[config.mk]
export PLATFORM = sky130hd
export DESIGN_NAME = mem_lsu_flat
export DESIGN_NICKNAME = d
export VERILOG_FILES = /design/src/rtl/mem_lsu_pkg.sv /design/src/rtl/mem_lsu_if.sv /design/src/rtl/mem_lsu_lane.sv /design/src/rtl/mem_lsu.sv /design/src/flat_wrapper.sv
export SDC_FILE = /design/constraint.sdc
export NUM_CORES = 1
export LEC_CHECK = 0
export CAP_MARGIN = 15
export CORE_MARGIN = 2
export CORE_UTILIZATION = 25
export DETAILED_ROUTE_END_ITERATION = 8
export GPL_ROUTABILITY_DRIVEN = 0
export PLACE_DENSITY = 0.55
export SKIP_CTS_REPAIR_TIMING = 1
export SLEW_MARGIN = 10
export SYNTH_ARGS = -nofsm -noshare
export SYNTH_HDL_FRONTEND = slang
export SYNTH_SLANG_ARGS = --single-unit
[constraint.sdc]
create_clock -name clk -period 2.35 [get_ports clk]
set_input_delay 0.47 -clock clk [delete_from_list [all_inputs] [get_ports clk]]
set_output_delay 0.47 -clock clk [all_outputs]
set_load 0.005 [all_outputs]
[src/rtl/mem_lsu_pkg.sv]
// Shared encodings for the load/store unit: access types, error codes, FSM states
// and the helpers that map an access type to its size and legality.
package mem_lsu_pkg;

    typedef enum logic [2:0] {
        DM_WORD   = 3'b000,
        DM_HALF   = 3'b001,
        DM_HALF_U = 3'b010,
        DM_BYTE   = 3'b011,
        DM_BYTE_U = 3'b100,
        DM_DWORD  = 3'b101
    } dm_e;

    typedef enum logic [1:0] {
        ERR_NONE     = 2'd0,
        ERR_MISALIGN = 2'd1,
        ERR_TIMEOUT  = 2'd2,
        ERR_TYPE     = 2'd3
    } err_e;

    typedef enum logic [1:0] {
        IDLE = 2'd0,
        BUS  = 2'd1,
        RESP = 2'd2
    } state_e;

    // Illegal codes report size 1 so downstream lane math stays in range.
    function automatic logic [3:0] size_of(input logic [2:0] t);
        logic [3:0] s;
        case (t)
            DM_WORD:            s = 4'd4;
            DM_HALF, DM_HALF_U: s = 4'd2;
            DM_DWORD:           s = 4'd8;
            default:            s = 4'd1;
        endcase
        return s;
    endfunction

    function automatic logic type_legal(input logic [2:0] t, input int xlen);
        return (t <= DM_BYTE_U) || ((t == DM_DWORD) && (xlen == 64));
    endfunction

endpackage

[src/rtl/mem_lsu_if.sv]
// Word-aligned memory/IO bus between the load/store unit (master) and the memory
// system (slave): one request held until ready, with byte enables.
interface mem_lsu_if #(
    parameter int XLEN = 32
);
    logic              req;
    logic              we;
    logic [XLEN-1:0]   addr;
    logic [XLEN/8-1:0] be;
    logic [XLEN-1:0]   wdata;
    logic [XLEN-1:0]   rdata;
    logic              ready;

    modport master (
        output req, we, addr, be, wdata,
        input  rdata, ready
    );

    modport slave (
        input  req, we, addr, be, wdata,
        output rdata, ready
    );
endinterface

[src/rtl/mem_lsu_lane.sv]
// Combinational byte-lane logic: request checks and store lane placement from the
// incoming request, and load extraction/extension from the latched access.
module mem_lsu_lane
    import mem_lsu_pkg::*;
#(
    parameter int XLEN = 32
) (
    input  logic [2:0]                req_type,
    input  logic [$clog2(XLEN/8)-1:0] req_off,
    input  logic [XLEN-1:0]           req_wdata,
    input  logic [2:0]                ld_type,
    input  logic [$clog2(XLEN/8)-1:0] ld_off,
    input  logic [XLEN-1:0]           rdata,
    output logic                      illegal,
    output logic                      misalign,
    output logic [XLEN/8-1:0]         be,
    output logic [XLEN-1:0]           wdata,
    output logic [XLEN-1:0]           ld_data
);
    localparam int NB = XLEN / 8;

    logic [3:0]      st_size;
    logic [3:0]      ld_size;
    logic [XLEN-1:0] shifted;
    logic [XLEN-1:0] keep_mask;
    logic            sign_bit;
    logic            do_sext;

    assign st_size  = size_of(req_type);
    assign illegal  = !type_legal(req_type, XLEN);
    assign misalign = !illegal && ((4'(req_off) & (st_size - 4'd1)) != 4'd0);

    for (genvar gi = 0; gi < NB; gi++) begin : g_be
        assign be[gi] = (4'(gi) >= 4'(req_off)) && (4'(gi) < 4'(req_off) + st_size);
    end

    // Replicating the low bytes puts them under whichever aligned lanes are enabled.
    always_comb begin
        wdata = req_wdata;
        case (st_size)
            4'd1:    wdata = {NB{req_wdata[7:0]}};
            4'd2:    wdata = {(NB/2){req_wdata[15:0]}};
            4'd4:    wdata = {(NB/4){req_wdata[31:0]}};
            default: wdata = req_wdata;
        endcase
    end

    assign ld_size   = size_of(ld_type);
    assign shifted   = rdata >> {ld_off, 3'b000};
    assign keep_mask = ~({XLEN{1'b1}} << {ld_size, 3'b000});
    assign do_sext   = (ld_type == DM_WORD) || (ld_type == DM_HALF) || (ld_type == DM_BYTE);

    always_comb begin
        sign_bit = 1'b0;
        case (ld_size)
            4'd1:    sign_bit = shifted[7];
            4'd2:    sign_bit = shifted[15];
            4'd4:    sign_bit = shifted[31];
            default: sign_bit = shifted[XLEN-1];
        endcase
    end

    assign ld_data = (shifted & keep_mask) | ((do_sext && sign_bit) ? ~keep_mask : '0);

endmodule

[src/rtl/mem_lsu.sv]
// Multi-cycle load/store unit: checks a CPU access, issues one bus request with a
// bounded wait for ready, and returns extended load data with an error code.
module mem_lsu
    import mem_lsu_pkg::*;
#(
    parameter int XLEN    = 32,
    parameter int TIMEOUT = 16
) (
    input  logic            clk,
    input  logic            rst,
    input  logic            req_valid,
    input  logic            req_we,
    input  logic [2:0]      req_type,
    input  logic [XLEN-1:0] req_addr,
    input  logic [XLEN-1:0] req_wdata,
    output logic            stall,
    output logic            rsp_valid,
    output logic [XLEN-1:0] rsp_rdata,
    output logic [1:0]      rsp_err,
    mem_lsu_if.master       bus
);
    localparam int NB = XLEN / 8;
    localparam int LB = $clog2(NB);
    localparam int CW = (TIMEOUT > 1) ? $clog2(TIMEOUT) : 1;
    localparam logic [CW-1:0] CNT_LAST = CW'(TIMEOUT - 1);

    state_e          state_reg, state_next;
    logic [CW-1:0]   cnt_reg, cnt_next;
    logic            bus_req_reg, bus_req_next;
    logic            bus_we_reg, bus_we_next;
    logic [XLEN-1:0] bus_addr_reg, bus_addr_next;
    logic [NB-1:0]   bus_be_reg, bus_be_next;
    logic [XLEN-1:0] bus_wdata_reg, bus_wdata_next;
    logic [2:0]      ld_type_reg, ld_type_next;
    logic [LB-1:0]   ld_off_reg, ld_off_next;
    logic [XLEN-1:0] rdata_reg, rdata_next;
    err_e            err_reg, err_next;

    logic            lane_illegal;
    logic            lane_misalign;
    logic [NB-1:0]   lane_be;
    logic [XLEN-1:0] lane_wdata;
    logic [XLEN-1:0] lane_ld_data;

    mem_lsu_lane #(
        .XLEN(XLEN)
    ) u_lane (
        .req_type (req_type),
        .req_off  (req_addr[LB-1:0]),
        .req_wdata(req_wdata),
        .ld_type  (ld_type_reg),
        .ld_off   (ld_off_reg),
        .rdata    (bus.rdata),
        .illegal  (lane_illegal),
        .misalign (lane_misalign),
        .be       (lane_be),
        .wdata    (lane_wdata),
        .ld_data  (lane_ld_data)
    );

    always_ff @(posedge clk or negedge rst) begin
        if (!rst) begin
            state_reg     <= IDLE;
            cnt_reg       <= '0;
            bus_req_reg   <= 1'b0;
            bus_we_reg    <= 1'b0;
            bus_addr_reg  <= '0;
            bus_be_reg    <= '0;
            bus_wdata_reg <= '0;
            ld_type_reg   <= '0;
            ld_off_reg    <= '0;
            rdata_reg     <= '0;
            err_reg       <= ERR_NONE;
        end else begin
            state_reg     <= state_next;
            cnt_reg       <= cnt_next;
            bus_req_reg   <= bus_req_next;
            bus_we_reg    <= bus_we_next;
            bus_addr_reg  <= bus_addr_next;
            bus_be_reg    <= bus_be_next;
            bus_wdata_reg <= bus_wdata_next;
            ld_type_reg   <= ld_type_next;
            ld_off_reg    <= ld_off_next;
            rdata_reg     <= rdata_next;
            err_reg       <= err_next;
        end
    end

    always_comb begin
        state_next     = state_reg;
        cnt_next       = cnt_reg;
        bus_req_next   = bus_req_reg;
        bus_we_next    = bus_we_reg;
        bus_addr_next  = bus_addr_reg;
        bus_be_next    = bus_be_reg;
        bus_wdata_next = bus_wdata_reg;
        ld_type_next   = ld_type_reg;
        ld_off_next    = ld_off_reg;
        rdata_next     = rdata_reg;
        err_next       = err_reg;

        unique case (state_reg)
            IDLE: begin
                if (req_valid) begin
                    if (lane_illegal) begin
                        err_next   = ERR_TYPE;
                        rdata_next = '0;
                        state_next = RESP;
                    end else if (lane_misalign) begin
                        err_next   = ERR_MISALIGN;
                        rdata_next = '0;
                        state_next = RESP;
                    end else begin
                        bus_req_next   = 1'b1;
                        bus_we_next    = req_we;
                        bus_addr_next  = {req_addr[XLEN-1:LB], {LB{1'b0}}};
                        bus_be_next    = lane_be;
                        bus_wdata_next = req_we ? lane_wdata : '0;
                        ld_type_next   = req_type;
                        ld_off_next    = req_addr[LB-1:0];
                        cnt_next       = '0;
                        state_next     = BUS;
                    end
                end
            end
            BUS: begin
                // Ready is checked first so a last-cycle ready still completes cleanly.
                if (bus.ready) begin
                    bus_req_next = 1'b0;
                    err_next     = ERR_NONE;
                    rdata_next   = bus_we_reg ? '0 : lane_ld_data;
                    state_next   = RESP;
                end else if (cnt_reg == CNT_LAST) begin
                    bus_req_next = 1'b0;
                    err_next     = ERR_TIMEOUT;
                    rdata_next   = '0;
                    state_next   = RESP;
                end else begin
                    cnt_next = cnt_reg + 1'b1;
                end
            end
            RESP: begin
                state_next = IDLE;
            end
            default: begin
                state_next = IDLE;
            end
        endcase
    end

    assign bus.req   = bus_req_reg;
    assign bus.we    = bus_we_reg;
    assign bus.addr  = bus_addr_reg;
    assign bus.be    = bus_be_reg;
    assign bus.wdata = bus_wdata_reg;

    assign rsp_valid = (state_reg == RESP);
    assign rsp_rdata = rdata_reg;
    assign rsp_err   = err_reg;
    assign stall     = req_valid & ~rsp_valid;

endmodule

[src/flat_wrapper.sv]
// flat-port wrapper written by rule: the top's interface ports become plain ports
module mem_lsu_flat import mem_lsu_pkg::*;
#(
    parameter int XLEN    = 32,
    parameter int TIMEOUT = 16
)
  (clk, rst, req_valid, req_we, req_type, req_addr, req_wdata, stall, rsp_valid, rsp_rdata, rsp_err, bus_req, bus_we, bus_addr, bus_be, bus_wdata, bus_rdata, bus_ready);
  mem_lsu_if #(.XLEN(XLEN)) bus_i ();
  input  logic clk;
  input  logic rst;
  input  logic req_valid;
  input  logic req_we;
  input  logic [2:0] req_type;
  input  logic [XLEN-1:0] req_addr;
  input  logic [XLEN-1:0] req_wdata;
  output logic stall;
  output logic rsp_valid;
  output logic [XLEN-1:0] rsp_rdata;
  output logic [1:0] rsp_err;
  output wire logic [$bits(bus_i.req)-1:0] bus_req;
  output wire logic [$bits(bus_i.we)-1:0] bus_we;
  output wire logic [$bits(bus_i.addr)-1:0] bus_addr;
  output wire logic [$bits(bus_i.be)-1:0] bus_be;
  output wire logic [$bits(bus_i.wdata)-1:0] bus_wdata;
  input wire logic [$bits(bus_i.rdata)-1:0] bus_rdata;
  input wire logic [$bits(bus_i.ready)-1:0] bus_ready;
  assign bus_req = bus_i.req;
  assign bus_we = bus_i.we;
  assign bus_addr = bus_i.addr;
  assign bus_be = bus_i.be;
  assign bus_wdata = bus_i.wdata;
  assign bus_i.rdata = bus_rdata;
  assign bus_i.ready = bus_ready;
  mem_lsu #(.XLEN(XLEN), .TIMEOUT(TIMEOUT)) u_core (.clk(clk), .rst(rst), .req_valid(req_valid), .req_we(req_we), .req_type(req_type), .req_addr(req_addr), .req_wdata(req_wdata), .stall(stall), .rsp_valid(rsp_valid), .rsp_rdata(rsp_rdata), .rsp_err(rsp_err), .bus(bus_i));
endmodule
After elaboration in Yosys (flattened, before gate mapping)

Cells that the tools add are included.
Widths: inputs -> output; s select.

Reductions and logical operators: 19
$lt $le $gt $ge: 8
Shift-type cells: 2
Add/sub/neg operators: 3
Multiplexer cells: 36
Bitwise operators: 8
Eq/ne operators: 21

Operators by type and width:

| kind                  | number |
|---|---|
| $mux 32               | 8 |
| $pmux 32 s2           | 2 |
| $not 32->32           | 2 |
| $and 32x32->32        | 1 |
| $or 32x32->32         | 1 |
| $shl 32x7->32 const A | 1 |
| $shr 32x5->32         | 1 |
| $pmux 4 s3            | 2 |
| $mux 4                | 5 |
| $mux 2                | 9 |
| $ne 2x2->1 const B    | 5 |
| $eq 3x2->1 const B    | 3 |
| $eq 4x1->1 const B    | 2 |
| $eq 4x2->1 const B    | 2 |
| $lt 1x4->1 const A    | 2 |
| $lt 2x4->1 const A    | 2 |
| $pmux 2 s2            | 2 |
| $pmux 4 s2            | 1 |
| $reduce_and 4->1      | 2 |
| $eq 3x1->1 const B    | 2 |
| $eq 3x3->1 const B    | 2 |
| $logic_not 3->1       | 2 |
| $ne 3x2->1 const B    | 2 |
| $reduce_and 6->1      | 1 |
| other kinds (22)      | 35 |

Output and inout port bits: 106
Word-level logic and storage cells: 108
Flip-flop bits (word level): 113

Logic depth before layout (Yosys ltp)

Gate-level depths: netlist of run 1.

Depth after elaboration: 11
Gate-level depth with buffers: 10
Depth with buffers taken out: 9

Cells and area by module

Synthesis of run 1 repeated with hierarchy kept, for this count alone.

Cells, all modules: 569
Area, all modules: 6317.3 um2

Modules (own cells, without submodules):

| module       | instances | seq. area each (um2) | cells an instance | area an instance (um2) |
|---|---|---|---|---|
| mem_lsu      | 1         | 2827.7               | 346               | 4734.5 |
| mem_lsu_lane | 1         | 0.0                  | 223               | 1582.8 |

Least setup slack after synthesis of run 1

OpenSTA, ideal clock, no wires.

Path kind: in2reg
Start point: input port req_type[0]
End point: register u_core.rdata_reg[20] (netlist: u_core.rsp_rdata[20])
Cell stages on the path: 7
Data arrival time: 2.299 ns
Required time: 2.229 ns
Library setup time: 0.121 ns
Path slack: -0.070 ns
Path through: buf_4 or4b_4 and3_1 or4_4 buf_6 buf_6 a22o_1

Word-level cells in the longest chain between the ends: 9
Elaborated cells on any way between the ends: 16
Classes of those cells: add/sub: 1; order compare: 1; eq/ne: 4; mux: 4; bitwise: 1; reduce/logical: 5

Ends and longest elaborated chain:

| what                                            | line               | text |
|---|---|---|
| start: declaration                              | flat_wrapper.sv:13 | `input logic [2:0] req_type;` |
| $eq 3x1->1 / $eq 3x2->1 (equally long branches) | mem_lsu_pkg.sv:30  | `case (t)` |
| $reduce_or 2->1                                 | mem_lsu_pkg.sv:30  |  |
| $pmux 4 s3                                      | mem_lsu_pkg.sv:30  |  |
| $sub 4x1->4                                     | mem_lsu_lane.sv:31 | `assign misalign = !illegal && ((4'(req_off) & (st_size - 4'd1)) != 4'd0);` |
| $and 2x4->4                                     | mem_lsu_lane.sv:31 |  |
| $reduce_bool 4->1                               | mem_lsu_lane.sv:31 |  |
| $logic_and 1x1->1                               | mem_lsu_lane.sv:31 |  |
| $ne 3x2->1 (no line)                            | n/a                |  |
| $reduce_and 4->1 (no line)                      | n/a                |  |
| end signal: assignment                          | mem_lsu.sv:84      | `rdata_reg <= rdata_next;` |
| end: declaration                                | mem_lsu.sv:36      | `logic [XLEN-1:0] rdata_reg, rdata_next;` |

Several ways; a longest one is shown, not always the timed one. The select of a mux whose other input is x is not followed.
A chain may end at the register's enable or synchronous reset.

Worst setup path in the final report of run 1

Start point: input port req_type[2]
End point: register u_core.rdata_reg[23] (netlist: u_core.rsp_rdata[23])

The elaborated chain is that of the path after synthesis.

==> results of run 1 <==
-- cells in the mapped netlist, types with 10 or more instances --
| library cell | n | area (sq um) |
|---|---|---|
| clkbuf_1 | 32 | 120 |
| dfrtp_1 | 113 | 2830 |
| mux2i_1 | 27 | 270 |
| nand2_1 | 158 | 593 |
| nand3_1 | 10 | 50.1 |
| nor2_1 | 31 | 116 |
| nor2b_1 | 12 | 75.1 |
| o21ai_0 | 24 | 120 |
| o2bb2ai_1 | 16 | 140 |
| o31ai_1 | 17 | 128 |
-- layer usage --
metal  wire [um]  global-route usage
met1        8380               0.210
met4         154              0.0396
met3        1350              0.0625
met2        8210               0.248
met5           0                   0
-- logic make-up (layout without fill, tap and decap cells) --
logic type | after synthesis | count (layout) | synth area share
other cells | 1 | 3 | 0.000686
buf+inv | 54 | 285 | 0.0451
simple gates | 230 | 230 | 0.179
fa+ha+maj | 6 | 6 | 0.0147
compound gates | 132 | 132 | 0.179
xor+xnor | 4 | 4 | 0.00641
flops | 113 | 113 | 0.518
mux | 30 | 30 | 0.0577
-- cell usage in the layout, fill, tap and decap left out, types with 3 or more instances in the layout --
| cell type | synthesis | routed |
|---|---|---|
| a211oi_1 | 6 | 6 |
| a211o_1 | 7 | 7 |
| xnor2_1 | 3 | 3 |
| dfrtp_1 | 113 | 113 |
| buf_4 | 3 | 29 |
| buf_12 | 0 | 9 |
| a32o_1 | 7 | 7 |
| clkdlybuf4s50_1 | 0 | 203 |
| clkbuf_8 | 0 | 4 |
| bufinv_16 | 0 | 4 |
| nor2_1 | 31 | 31 |
| o2bb2ai_1 | 16 | 16 |
| mux2i_1 | 27 | 26 |
| clkbuf_16 | 0 | 17 |
| o31ai_1 | 17 | 17 |
| a21oi_1 | 9 | 9 |
| o22ai_1 | 9 | 9 |
| nand2_1 | 158 | 158 |
| o221ai_1 | 8 | 8 |
| ha_1 | 4 | 4 |
| nor2b_1 | 12 | 12 |
| o21ai_0 | 24 | 24 |
| dlymetal6s2s_1 | 0 | 3 |
| a21o_1 | 8 | 8 |
| nand3_1 | 10 | 10 |
| inv_1 | 8 | 8 |
| a22o_1 | 9 | 9 |
-- area by class of cell --
cell class	count	area [sq um]	area share
multi-input cells	404	2410	0.276
flip-flops and latches	113	2830	0.324
clock inverters	9	154	0.0176
clock buffers	22	484	0.0554
inverters	10	37.5	0.00430
repair buffers	244	2470	0.282
diodes	1	2.50	0.000286
well taps	280	350	0.0401
-- critical path: stages --
cell             delay (ns)
clkdlybuf4s50_1        0.46
or4b_4                 0.56
and3_4                 0.19
or4_4                  0.45
buf_12                 0.18
a22o_1                 0.23
-- worst max path at each step --
stage | end | cells past startpoint | slack (ns) | startpoint
global placement | u_core.bus.be[3] | 8 | -0.40 | req_type[0]
finish | u_core.rsp_rdata[23] | 6 | 0.09 | req_type[2]
floorplan | u_core.bus.be[3] | 10 | 0.02 | req_type[2]
CTS | u_core.bus.be[3] | 8 | -0.08 | req_type[0]
detailed placement | u_core.bus.be[3] | 8 | -0.51 | req_type[0]
global route | u_core.bus.be[3] | 8 | 0.02 | req_type[2]
-- metrics by stage --
step	util	setup slack [ns]	cells	power (mW)
after floorplan	-	0.0154	571	4.34
after global placement	0.374	-0.401	1051	6.28
after detailed placement	0.374	-0.509	1051	6.31
after CTS	0.403	-0.0772	1082	9.16
after global routing	0.404	0.0178	1083	9.61
final	0.404	0.0876	1083	9.02
-- power by group --
group | switching, mW | leakage, nW | internal, mW | total (mW)
logic | 1.38 | 2.15 | 1.86 | 3.25
clock network | 0.903 | 0.308 | 1.88 | 2.78
registers | 0.416 | 1.47 | 2.58 | 2.99
total | 2.70 | 3.92 | 6.32 | 9.02
==> qor.txt, run 1 <==
Period Utilization, post-route: 0.963
run status: finished clean
Reg2Reg Setup Slack: 0.48 ns
fin crit period: 2.26 ns
power per cell area: 1030 nW/um^2
mapped cell area: 5460 sq um
Post-synth ARST share: 1.00
prevailing post-synth register cell: dfrtp_1
initial core utilization: 0.253
# IOs: 210
1st-iter DRT viols: 225
# H-tree levels: 4
Vias/cell: 4.61
final setup TNS: 0 ns
Slew HR: 0.654
routed len/inst: 16.7 um
reg2reg end: u_core.rsp_rdata[23]
clk root buf: clkbuf_16
RR Startpoint: u_core.cnt_reg[0]
drt total wl: 18100 um
final setup fails: 0
CP arrival: 2.55 ns
number of global-route vias before repair: 5119
Synth cell types: 55
clk slew on worst S/H paths: 0.06 ns
NumNets Final: 899
Cells after Synth: 570
Max Cap Viol: 0
Tightest Hold Check Type: input port to asynchronous set/reset pin
Max FO, Critical Path: 17
Pre-Repair DR Iteration Count: 4
kind of end point of the critical path: register
initial antenna violation count: 1
yosys warns: 0
Pleak: 3.92 nW
hold slack: 0.0438 ns
gr usage total: 0.160
share of layout cells above drive strength 1: 0.107
CTS tree: built
largest net degree at the start of global routing: 68
post-route clock skew: 0.0127 ns
DP HPWL: 13300 um
Slew Viols, Final: 0
fin area: 8740 sq um
CP Launch Type: input port
number of synthesized flops with an enable pin: 0
sequential element share of the synthesized area: 0.518
DP Area: 8080 sq um
IR drop worst, VDD: 0.531 mV
total gr overflow: 0
Clock Sinks: 113
FMAX: 0.442 GHz
Req. time, crit path: 2.64 ns
Longest Clk Path Bufs: 2
vias: 4996
Hold Fails Final Rpt: 0
clk_lat worst skew: 0.41 ns
depth of the worst register-to-register path: 6
Final ANT Viol Nets: 0
DRC violations left: 0
global-route wire length before repair: 29200 um
clock buffer count from CTS: 17
FP Rows: 54
die width: 152 um
Fill cells: 2184
Syn Area/Cell: 9.58 sq um
die area: 23000 sq um
Least-Margin Pin Slew: 0.518 ns
Die H: 152 um
Core ar.: 21600 sq um
RSZ-0062 raised after global routing: no
IO buf count: 207
P&R area growth vs syn: 60.0%
#FFs+latches synth: 113
Worst Setup Path Type: input port to register
(Power assumes the default switching activity.)
==> run 2, diff against run 1 <==
CORE_UTILIZATION = 44   (was 25)
PLACE_DENSITY = 0.84   (was 0.55)
==> qor.txt, run 2 (same netlist as run 1, synthesis figures left out) <==
run status: finished clean
Slew Viols, Final: 0 (unchanged)
share of layout cells above drive strength 1: 0.109 (+0.00181)
clk root buf: clkbuf_16
Pleak: 3.87 nW (-1.3%)
die width: 115 um (-24%)
routed len/inst: 17.9 um (+6.9%)
CTS tree: built
FP Rows: 40 (-26%)
Final ANT Viol Nets: 0 (unchanged)
global-route wire length before repair: 28100 um (-4.0%)
DRC violations left: 0 (unchanged)
final setup fails: 0 (unchanged)
final setup TNS: 0 ns (unchanged)
# H-tree levels: 4 (unchanged)
fin crit period: 2.20 ns (-0.0620 ns)
vias: 5339 (+6.9%)
Power Total: 8.63 mW (-4.4%)
IO buf count: 207 (unchanged)
Clock Sinks: 113 (unchanged)
CP Launch Type: input port
Period Utilization, post-route: 0.936 (-0.0264)
NumNets Final: 903 (+0.44%)
initial antenna violation count: 1 (unchanged)
Vias/cell: 5.47 (+19%)
P&R area growth vs syn: 55.2%
drt total wl: 17400 um (-3.7%)
final cell count without fillers: 976 (-9.9%)
clk slew on worst S/H paths: 0.05 ns (about the same)
Die H: 115 um (-24%)
Worst Setup Path Type: input port to register
Top delay family on crit path: simple AND/OR/NAND/NOR gates
post-route clock skew: 0.00512 ns (-0.00761 ns)
Slew HR: 0.568 (-0.0852)
FMAX: 0.454 GHz (+2.8%)
1st-iter DRT viols: 348 (+55%)
CP arrival: 2.49 ns (-0.06 ns)
total gr overflow: 0 (unchanged)
DP HPWL: 12700 um (-4.8%)
placed cells: 943 (-10%)
Hold Fails Final Rpt: 0 (unchanged)
die area: 13300 sq um (-42%)
crit path buf inv count: 2 (unchanged)
Max FO, Critical Path: 15 (-2)
power per cell area: 1020 nW/um^2 (-1.5%)
# IOs: 210 (unchanged)
Slowest Stage Delay on Critical Path: 0.48 ns (-0.08 ns)
slowest stage cell, crit path: clkdlybuf4s50_1
Max Cap Viol: 0 (unchanged)
initial core utilization: 0.453 (+0.200)
final core utilization: 0.703 (+0.299)
number of global-route vias before repair: 5528 (+8.0%)
kind of end point of the critical path: register
Req. time, crit path: 2.64 ns (about the same)
most frequent cells in the layout: clkdlybuf4s50_1 (203), nand2_1 (158), dfrtp_1 (113)
Least-Margin Pin Slew: 0.647 ns (+0.130 ns)
gr usage total: 0.270 (+0.110)
crit-path cells: clkdlybuf4s50_1 -> or4b_4 -> and3_4 -> or4_4 -> buf_4 -> a22o_1
clock buffer count from CTS: 17 (unchanged)
Core ar.: 12100 sq um (-44%)
Pre-Repair DR Iteration Count: 5 (+1)
commonest non-fill, non-tap cell in the layout: clkdlybuf4s50_1
clk_lat worst skew: 0.41 ns (about the same)
RSZ-0062 raised after global routing: no
Longest Clk Path Bufs: 2 (unchanged)
Tightest Hold Check Type: input port to asynchronous set/reset pin
largest net degree at the start of global routing: 114 (+68%)
IR drop worst, VDD: 0.510 mV (-3.9%)
## run 2: path summary, 6_finish.rpt
kind	from	end	slack (ns)	cells after the start
worst min register to register	u_core.bus.wdata[0]	u_core.bus.wdata[0]	0.46	2
worst max register to register	u_core.state_reg[1]	u_core.rsp_rdata[7]	0.50	5
min in group clk	u_core.bus.wdata[0]	u_core.bus.wdata[0]	0.46	2
max in group asynchronous	rst	u_core.bus.wdata[30]	1.72	2
worst min-delay path	rst	u_core.bus.wdata[20]	0.12	2
worst max-delay path	req_addr[1]	u_core.rsp_rdata[7]	0.15	6
## run 2: layout make-up
| class | count | area (sq um) |
|---|---|---|
| antenna | 1 | 2.50 |
| clock buffer | 19 | 433 |
| clock inverter | 13 | 114 |
| fill | 901 | 3580 |
| inverter | 10 | 37.5 |
| multi-input combinational | 404 | 2410 |
| sequential | 113 | 2830 |
| tap | 168 | 210 |
| timing repair buffer | 248 | 2450 |
## run 2: per-layer routing
metal,global-route usage,part of all wire,vias up
met5,0,0,-
met1,0.324,0.40,2605
met4,0.114,0.031,0
met2,0.457,0.49,252
li1,-,-,2440
met3,0.0764,0.076,42
## run 2: through the flow
| stage | hold WS (ns) | worst slack [ns] | area, sq um |
|---|---|---|---|
| global route | 0.195 | 0.0757 | 8480 |
| CTS | 0.172 | -0.157 | 8460 |
| finish | 0.122 | 0.150 | 8480 |
| detailed placement | 0.455 | -0.586 | 7920 |
| floorplan | 0.174 | 0.0154 | 5470 |
| global placement | 0.453 | -0.409 | 7920 |
## run 2: power by group
group	switching (mW)	total (mW)	internal, mW
clock network	0.914	2.36	1.45
registers	0.434	3.01	2.58
logic	1.41	3.25	1.84
## run 2: worst reg2reg max path, stage by stage (launching register included)
cell and delay (ns):
dfrtp_1 0.43, nand2b_1 0.26, nor3_1 0.10, or4_4 0.53, buf_4 0.22, a22o_1 0.20
==> run 3, diff against run 2 <==
clock period = 2.19 ns   (was 2.35 ns; I/O delays follow)
==> qor.txt, run 3 (same netlist as run 1, synthesis figures left out) <==
Clk pwr share: 0.290 (+0.016)
clk root buf: clkbuf_16
Pleak: 3.94 nW (+1.8%)
die width: 115 um (unchanged)
IR drop worst, VDD: 0.638 mV (+25%)
DP HPWL: 12600 um (-1.2%)
# IOs: 210 (unchanged)
global-route wire length before repair: 27900 um (-0.59%)
CP Launch Type: input port
drt total wl: 17900 um (+2.6%)
largest net degree at the start of global routing: 114 (unchanged)
IO buf count: 207 (unchanged)
Comb power frac: 0.375 (-0.002)
Longest Clk Path Bufs: 2 (unchanged)
total gr overflow: 0 (unchanged)
Least-Margin Pin Slew: 0.642 ns (-0.00503 ns)
post-route clock skew: 0.00853 ns (+0.00341 ns)
Max FO, Critical Path: 4 (-11)
CTS tree: built
Period Utilization, post-route: 0.974
final setup fails: 0 (unchanged)
clock buffer count from CTS: 17 (unchanged)
power per cell area: 1110 nW/um^2 (+9.5%)
initial core utilization: 0.453 (unchanged)
Clock Sinks: 113 (unchanged)
Max Cap Viol: 0 (unchanged)
# H-tree levels: 4 (unchanged)
CP arrival: 1.70 ns (-0.79 ns)
clk slew on worst S/H paths: 0.05 ns (about the same)
routed len/inst: 18.3 um (+2.4%)
setup ws final: 0.0560 ns (-0.0937 ns)
Final ANT Viol Nets: 0 (unchanged)
most frequent cells in the layout: clkdlybuf4s50_1 (201), nand2_1 (158), dfrtp_1 (112)
commonest non-fill, non-tap cell in the layout: clkdlybuf4s50_1
RSZ-0062 raised after global routing: no
DRC violations left: 0 (unchanged)
kind of end point of the critical path: output port
clk_lat worst skew: 0.41 ns (about the same)
Int Power: 6.58 mW (+12%)
FP Rows: 40 (unchanged)
Place WS: -0.629 ns (-0.0429 ns)
1st-iter DRT viols: 450 (+29%)
vias: 5381 (+0.79%)
NumNets Final: 905 (+0.22%)
FMAX: 0.469 GHz
number of global-route vias before repair: 5491 (-0.67%)
Tightest Hold Check Type: input port to asynchronous set/reset pin
Seq pwr share: 0.335 (-0.014)
gr usage total: 0.269 (-0.00135)
P&R area growth vs syn: 57.8%
Pre-Repair DR Iteration Count: 6 (+1)
die area: 13300 sq um (unchanged)
Hold Fails Final Rpt: 0 (unchanged)
fin crit period: 2.13 ns
Vias/cell: 5.50 (+0.58%)
Net Switching: 3.03 mW (+9.6%)
Core ar.: 12100 sq um (unchanged)
Slew Viols, Final: 0 (unchanged)
initial antenna violation count: 1 (unchanged)
Die H: 115 um (unchanged)
share of layout cells above drive strength 1: 0.119 (+0.00962)
run status: finished clean
Power Total: 9.60 mW (+11%)
Req. time, crit path: 1.75 ns (-0.89 ns)
Slew HR: 0.572 (+0.00335)
Worst Setup Path Type: input port to output port
Fill cells: 878 (-2.6%)
switching share of power: 0.315 (-0.00489)
-- run 3: power groups by stage --
stage	combinational [mW]	sequential, mW	clock (mW)
2_1_floorplan	1.47	3.19	0
3_3_place_gp	3.39	3.20	0
3_5_place_dp	3.51	3.23	0
4_1_cts	3.55	3.22	2.80
5_1_grt	3.92	3.30	2.93
6_report	3.60	3.22	2.79
-- run 3: cell type report --
cell class / instances / area (sq um) / area share
Antenna cell: 1 / 2.50 / 0.000290
Clock buffer: 18 / 429 / 0.0498
Clock inverter: 14 / 165 / 0.0192
Inverter: 10 / 37.5 / 0.00435
Multi-Input combinational cell: 404 / 2430 / 0.282
Sequential cell: 113 / 2830 / 0.328
Tap cell: 168 / 210 / 0.0244
Timing Repair Buffer: 250 / 2510 / 0.292
-- run 3: final timing paths --
path | slack [ns] | from | cells after the start | to
setup / recovery | 0.06 | req_valid | 3 | stall
hold / removal | 0.08 | rst | 2 | u_core.bus.wdata[20]
setup reg to reg | 0.23 | u_core.cnt_reg[0] | 6 | u_core.rsp_rdata[17]
hold reg to reg | 0.47 | u_core.bus.wdata[1] | 2 | u_core.bus.wdata[1]
max in group asynchronous | 1.58 | rst | 2 | u_core.state_reg[1]
min in group clk | 0.42 | req_addr[1] | 3 | u_core.bus.be[0]
-- run 3: routing by layer --
layer | up-vias | global-route usage | part of all wire
li1 | 2448 | - | -
met1 | 2637 | 0.325 | 0.39
met2 | 247 | 0.451 | 0.50
met3 | 49 | 0.0748 | 0.077
met4 | 0 | 0.116 | 0.034
met5 | - | 0 | 0
-- run 3: critical path: stages --
cell and delay (ns):
clkdlybuf4s50_1 0.55, nor2b_1 0.18, clkdlybuf4s50_1 0.53
-- run 3: stage by stage --
stage / std cells / util / TNS, ns / hold slack (ns) / area, sq um
finish: 978 / 0.715 / 0 / 0.0782 / 8620
global route: 978 / 0.715 / 0 / 0.153 / 8620
CTS: 975 / 0.707 / -2.06 / 0.147 / 8530
detailed placement: 943 / 0.658 / -33.18 / 0.455 / 7940
global placement: 943 / 0.658 / -25.93 / 0.451 / 7940
floorplan: 571 / - / -1.20 / 0.142 / 5480
